$ cat src/rtl/store_write_buffer.sv
// rtl/store_write_buffer.sv - post-commit store write buffer with coalescing, in-order drain and load forwarding
module store_write_buffer #(
    parameter int WB_ENTRIES = 4,
    parameter int ADDR_W     = 32,
    parameter int DATA_W     = 32
) (
    input  logic              clk,
    input  logic              rst,
    input  logic              in_vld,
    input  logic [ADDR_W-1:0] in_addr,
    input  logic [DATA_W-1:0] in_data,
    output logic              in_ready,
    output logic              mem_req,
    output logic [ADDR_W-1:0] mem_addr,
    output logic [DATA_W-1:0] mem_wdata,
    input  logic              mem_ack,
    input  logic              ld_vld,
    input  logic [ADDR_W-1:0] ld_addr,
    output logic              ld_hit,
    output logic [DATA_W-1:0] ld_data,
    output logic              wb_empty,
    output logic              ovf_err
);
    localparam int IDX_W = $clog2(WB_ENTRIES);
    localparam int PTR_W = IDX_W + 1;

    typedef enum logic {S_IDLE, S_REQ} state_t;
    state_t state, state_nxt;

    logic [PTR_W-1:0]      head, tail, count;
    logic [IDX_W-1:0]      head_idx, tail_idx;
    logic [WB_ENTRIES-1:0] ent_vld;
    logic [ADDR_W-1:0]     ent_addr [WB_ENTRIES];
    logic [DATA_W-1:0]     ent_data [WB_ENTRIES];

    logic             accept, launch, retire;
    logic             co_hit, ld_nh_hit, ld_h_hit;
    logic [IDX_W-1:0] co_idx, ld_nh_idx;

    assign head_idx = head[IDX_W-1:0];
    assign tail_idx = tail[IDX_W-1:0];
    assign count    = tail - head;
    assign in_ready = !rst && (count < PTR_W'(WB_ENTRIES));
    assign accept   = in_vld && in_ready;
    assign wb_empty = rst || ((count == '0) && !mem_req);

    // The head may already be in flight, so it is never a merge target; a
    // younger same-address entry is therefore unique.
    always_comb begin
        co_hit    = 1'b0;
        co_idx    = '0;
        ld_nh_hit = 1'b0;
        ld_nh_idx = '0;
        for (int i = 0; i < WB_ENTRIES; i++) begin
            if (ent_vld[i] && IDX_W'(i) != head_idx) begin
                if (ent_addr[i] == in_addr) begin
                    co_hit = 1'b1;
                    co_idx = IDX_W'(i);
                end
                if (ent_addr[i] == ld_addr) begin
                    ld_nh_hit = 1'b1;
                    ld_nh_idx = IDX_W'(i);
                end
            end
        end
    end

    assign ld_h_hit = ent_vld[head_idx] && (ent_addr[head_idx] == ld_addr);
    assign ld_hit   = !rst && ld_vld && (ld_nh_hit || ld_h_hit);
    assign ld_data  = !ld_hit   ? '0 :
                      ld_nh_hit ? ent_data[ld_nh_idx] : ent_data[head_idx];

    always_comb begin
        state_nxt = state;
        launch    = 1'b0;
        retire    = 1'b0;
        case (state)
            S_IDLE: begin
                if (ent_vld[head_idx]) begin
                    launch    = 1'b1;
                    state_nxt = S_REQ;
                end
            end
            S_REQ: begin
                if (mem_ack) begin
                    retire    = 1'b1;
                    state_nxt = S_IDLE;
                end
            end
            default: state_nxt = S_IDLE;
        endcase
    end

    always_ff @(posedge clk) begin
        if (rst) begin
            state     <= S_IDLE;
            head      <= '0;
            tail      <= '0;
            ent_vld   <= '0;
            mem_req   <= 1'b0;
            mem_addr  <= '0;
            mem_wdata <= '0;
            ovf_err   <= 1'b0;
        end else begin
            state <= state_nxt;
            if (launch) begin
                mem_req   <= 1'b1;
                mem_addr  <= ent_addr[head_idx];
                mem_wdata <= ent_data[head_idx];
            end
            if (retire) begin
                mem_req           <= 1'b0;
                ent_vld[head_idx] <= 1'b0;
                head              <= head + 1'b1;
            end
            if (accept && !co_hit) begin
                ent_vld[tail_idx] <= 1'b1;
                tail              <= tail + 1'b1;
            end
            if (in_vld && !in_ready)
                ovf_err <= 1'b1;
        end
    end

    // Entry payload carries no reset; validity alone qualifies it.
    always_ff @(posedge clk) begin
        if (accept) begin
            if (co_hit) begin
                ent_data[co_idx] <= in_data;
            end else begin
                ent_addr[tail_idx] <= in_addr;
                ent_data[tail_idx] <= in_data;
            end
        end
    end
endmodule
$ cat config.mk
export PLATFORM = sky130hd
export DESIGN_NAME = store_write_buffer
export DESIGN_NICKNAME = d
export VERILOG_FILES = /design/src/rtl/store_write_buffer.sv
export SDC_FILE = /design/constraint.sdc
export NUM_CORES = 1
export LEC_CHECK = 0
export ABC_CLOCK_PERIOD_IN_PS = 10600
export CORE_UTILIZATION = 60
export DETAILED_ROUTE_END_ITERATION = 8
export PLACE_DENSITY = 0.85
export SYNTH_ARGS = -nofsm -noshare
export SYNTH_HDL_FRONTEND = slang
export SYNTH_SLANG_ARGS = --single-unit
$ cat constraint.sdc
create_clock -name clk -period 10.6 [get_ports clk]
set_clock_uncertainty 0.15 [all_clocks]
set_input_delay 1.59 -clock clk [delete_from_list [all_inputs] [get_ports clk]]
set_output_delay 1.59 -clock clk [all_outputs]
set_load 0.005 [all_outputs]
Word level (Yosys, flattened, before mapping)
Memory sizes are Yosys's and may differ from the RTL's. A register that Yosys moved wholly into a read port is not among the register bits.
Index checks and enable logic that the tools add are counted.

word-level totals
  register bits = 77
  memory bits (writable) = 256
  input port bits = 101
  logic and storage cells = 116
  memories = 2

memories
  memory    depth  bits a word  rd ports  clocked after memory_dff  wr ports  line  text
  ent_addr  4      32           5         1                         1         33    logic [ADDR_W-1:0] ent_addr [WB_ENTRIES];
  ent_data  4      32           2         1                         1         34    logic [DATA_W-1:0] ent_data [WB_ENTRIES];

cells by class
  add/sub/neg operators = 3
  order comparisons = 5
  eq/ne operators = 12
  mux-type cells = 58
  bitwise logic cells = 4
  reduce and logical (&&, ||, !) cells = 24

operators with widths
  kind                                                         count
  == test 32 bit                                               9
  2-to-1 mux 32 bit                                            3
  2-to-1 mux 1 bit                                             35
  OR reduction 32 bit                                          1
  2-to-1 mux 2 bit                                             13
  logical AND 1 bit                                            14
  2-to-1 mux 4 bit                                             3
  adder 3 x 1 -> 3 bit (second input constant)                 2
  less-than comparator 2 x 3 -> 1 bit (second input constant)  2
  AND 4 bit                                                    1
  demux 1 bit (select 2 bit)                                   2
  >= comparator 2 x 1 -> 1 bit (second input constant)         2
  zero test 1 bit                                              4
  != test 2 bit (first input constant)                         2
  NOT 4 bit                                                    1
  bitwise OR 4 bit                                             1
  zero test 3 bit                                              1
  less-than comparator 3 bit (second input constant)           1
  subtractor 3 bit                                             1
  binary-select mux 1 bit (select 2 bit)                       1
  logical OR 1 bit                                             2
  != test 1 x 2 -> 1 bit (first input constant)                1
  one-hot mux 1 bit (2 select lines)                           1
  nonzero test 2 bit                                           1
  2 further kinds                                              2

Logic depth before layout (Yosys ltp)
An unclocked memory read counts as a cell.

  word-level depth = 15
  gate-level depth with buffers = 10
  depth with buffers taken out = 10

Worst setup path before layout
No wires, ideal clock.

  path kind = input -> register
  from = input in_addr[2]
  to = memory ent_data[0][0] (enable)
  library setup time = 0.468 ns
  arrival = 5.335 ns
  data required time = 9.982 ns
  path slack = 4.647 ns
  stages = 7
  cells stage by stage = xor2_1 nor4_1 nand4_1 or3_1 nor3b_2 a21boi_1 nor3b_1

between the ends
  longest elaborated chain between the ends = 14
  elaborated cells on any way between the ends = 27
  those cells by class = eq/ne (4); mux (22); reduce/logical (1)

ends and longest elaborated chain
  element                                                                line  text
  start: declaration                                                     10    input logic [ADDR_W-1:0] in_addr,
  == test 32 bit                                                         56    if (ent_addr[i] == in_addr) begin
  2-to-1 mux 1 bit                                                       56
  2-to-1 mux 1 bit                                                       55    if (ent_vld[i] && IDX_W'(i) != head_idx) begin
  2-to-1 mux 1 bit                                                       56
  2-to-1 mux 1 bit                                                       55
  2-to-1 mux 1 bit                                                       56
  2-to-1 mux 1 bit                                                       55
  2-to-1 mux 1 bit                                                       56
  2-to-1 mux 1 bit                                                       55
  2-to-1 mux 1 bit                                                       128   if (co_hit) begin
  2-to-1 mux 1 bit                                                       127   if (accept) begin
  2-to-1 mux 1 bit (implied by the code)                                 132   ent_data[tail_idx] <= in_data;
  OR reduction 32 bit (no line)                                          -
  2-to-1 mux 2 bit (no line) / 2-to-1 mux 1 bit (equally long branches)  -
  end: declaration                                                       34

Several ways; a longest one is shown, not always the timed one.

Worst setup path in the final report
  from = input ld_addr[3]
  to = output ld_data[21]

between the ends
  longest elaborated chain between the ends = 12
  elaborated cells on any way between the ends = 25
  those cells by class = eq/ne (5); mux (16); reduce/logical (3); memory (1)

ends and longest elaborated chain
  element                                                                       line  text
  start: declaration                                                            18    input logic [ADDR_W-1:0] ld_addr,
  parallel branches: the longest is 11 deep, another holds memory (4 x 32 bit)  -
  2-to-1 mux 32 bit (*)                                                         70    assign ld_data = !ld_hit ? '0 :
  end: declaration                                                              20    output logic [DATA_W-1:0] ld_data,

Every way passes the cells marked *.

==> flow_metrics.tcl <==
set metrics [dict create \
    ys_warn_count 0 \
    drcViolationCount 0 \
    die_area_sq_um 29300 \
    power.share.combinational 0.107 \
    p_sw_frac 0.242 \
    syn_nets 1501 \
    cts_tree "built" \
    pwr-share-seq 0.492 \
    die_y_um 171 \
    endpoint_kind "output port" \
    synth.distinct_cells 43 \
    placed_area_sq_um 19400 \
    seq_area_frac_synth 0.540 \
    pwr-share-clk 0.401 \
    fin_crit_sh 0.743 \
    worst_hold_path_type "reg -> reg" \
    portBuffers 201 \
    cpMostUsedCell "clkdlybuf4s50_1" \
    grt_max_degree 77 \
    critPathKind "in -> out" \
    clk_pin_slew_ns 0.06 \
    ctsHoldBuffers 0 \
    slowest_delay_ns 1.04 \
    ys.flop_type "edfxtp_1" \
    wire_per_inst_um 26.6 \
    grt_pass1_wl_um 76800 \
    r2r_cells 8 \
    post_cts_buffers 0 \
    min_path_cells 2 \
    crit_required_ns 8.86 \
    maxCapViolations 0 \
    fin_crit_ns 7.88 \
    dr.first_iter.drc_count 1705 \
    slowest_stage "o21ai_2" \
    max_slew_margin 0.0886 \
    async_flop_share 0 \
    insertion_delay_ns 0.52 \
    final_cells 1953 \
    core_area_sq_um 27900 \
    r2r_slack_ns 6.61 \
    hpwlAfterDp_um 36000 \
    die_x_um 171 \
    initial_core_util 0.615 \
    power.internal_uw 2270 \
    ant_nets 0 \
    setup_tns_ns 0 \
    synth_edf_count 256 \
    fin_area_sq_um 20500 \
    p_sw_uw 728 \
    vias_per_cell 6.49 \
    multi_input_area_sq_um 7460 \
    placed_cells 1889 \
    overflow 0 \
    cts_sinks 335 \
    max_slew.worst_pin.slew_ns 1.37 \
    fill_cells 1871 \
    wl_um 52000 \
    area_growth_pct 19.3 \
    num_io_pins 202 \
    root_buffer "clkbuf_16" \
    num_rows 61 \
    syn_avg_cell_area_sq_um 12.4 \
    routabilityCongestion 1.03 \
    synth-seq-cells 335 \
    worstPathArrival_ns 6.14 \
    first_pass_iters 6 \
    synthesis.area_sq_um 17200 \
    ctsHtreeMaxLevel 2 \
    diodes 0 \
    grt_pass1_vias 12200 \
    regArea_sq_um 9270 \
    syn_inst 1390 \
    hold_viol 0 \
    vias 12700 \
    cts_buffer_depth 3 \
    slew_viol_final 0 \
    cp-start-kind "primary input" \
    antenna_found_initial 0 \
    rsz0062_at_grt "false" \
    path_cells "clkdlybuf4s50_1 > xnor2_1 > nand4_1 > nor4b_1 > and3_1 > buf_4 > nor4_4 > o21ai_2 > a21boi_2 > clkdlybuf4s50_1" \
    fin_nets 1659 \
    ir_drop_uv 169 \
    grt_use_total 0.360 \
    p_leak_uw 0.00665 \
    drive_gt1_frac 0.116 \
    worst-path-max-fanout 34 \
    max_freq_mhz 127 \
    cts_buffers 35 \
    setup_viol 0 \
    status "complete, no violations" \
    p_per_area_nw_per_um2 147 \
    cts-resized-gates 0 \
]
==> power by group through the flow <==
stage	clock network, uW	registers, uW	logic (uW)
after global placement	0	1500	308
after CTS	1210	1480	314
after floorplan	0	1500	164
after detailed placement	0	1500	311
after global routing	1250	1480	337
final	1200	1480	322
==> path summary, 6_finish.rpt <==
path / start / end
setup / recovery: ld_addr[3] / ld_data[21]
hold / removal: mem_wdata[9] / mem_wdata[9]
setup reg to reg: ent_addr[3][18] / ent_data[3][1]
hold reg to reg: mem_wdata[9] / mem_wdata[9]
==> cell families after synthesis <==
kind of cell	synth area share
AOI/OAI and AO/OA	0.0654
and+or+nand+nor	0.123
xor gates and xnor gates	0.149
buffers and inverters	0.0295
DFF	0.540
muxes	0.0858
adders and majority gates	0.00772
==> area by class of cell <==
type / count / share of cell area
multi-input cells: 951 / 0.364
flip-flops and latches: 335 / 0.453
clock buffers: 45 / 0.0461
repair buffers: 219 / 0.105
inverters: 6 / 0.00110
clock inverters: 19 / 0.00825
well taps: 378 / 0.0231
==> through the flow <==
| stage | util | total power [uW] | hold WS [ns] | worst slack [ns] |
|---|---|---|---|---|
| after global placement | 0.693 | 1810 | 0.291 | 3.15 |
| after global routing | 0.733 | 3070 | 0.322 | 2.72 |
| final | 0.733 | 3000 | 0.303 | 2.72 |
| after CTS | 0.733 | 3000 | 0.305 | 2.86 |
| after detailed placement | 0.693 | 1810 | 0.297 | 2.94 |
| after floorplan | - | 1660 | 0.299 | 4.65 |
==> critical path, delay by kind of cell <==
family,cells,cell delay [ns]
simple gates,4,1.17
buf+inv,3,1.57
compound gates,2,1.39
xor+xnor,1,0.38
==> Yosys cell counts (all sizes together), types with 14 or more instances <==
master / count / area, sq um
nand4: 24 / 150
a21boi: 36 / 379
buf: 52 / 312
edfxtp: 256 / 7690
nor3: 14 / 85.1
mux4: 65 / 1460
xor2: 214 / 1870
nand3: 50 / 250
dfxtp: 79 / 1580
clkbuf: 46 / 173
nor3b: 35 / 268
a311o: 32 / 320
xnor2: 78 / 683
nand2: 203 / 762
nor4: 53 / 338
nor2: 39 / 146
a21oi: 71 / 355
==> layout by cell type, fill, tap and decap left out, drive strengths merged, types with 39 or more instances in the layout <==
cell type      count
edfxtp           256
nor4              53
xor2             214
clkbuf            45
a21oi             71
xnor2             78
clkdlybuf4s50    200
dfxtp             79
nor2              39
nand3             50
mux4              65
nand2            203
==> layer usage <==
| layer | up-vias | GRT usage | share of wire |
|---|---|---|---|
| met1 | 6292 | 0.519 | 0.39 |
| met3 | 113 | 0.0775 | 0.12 |
| met4 | 0 | 0.103 | 0.030 |
| met5 | - | 0 | 0 |
| met2 | 905 | 0.553 | 0.46 |
| li1 | 5371 | - | - |
==> sequential cells by signal, summed over array words and instances (netlist names), named ones only <==
signal     cells
ent_vld        4
state          1
ent_data     128
ovf_err        1
tail           3
mem_addr      32
mem_wdata     32
head           3
ent_addr     128
mem_req        1
Note: power is estimated with default switching activity, not from simulation.
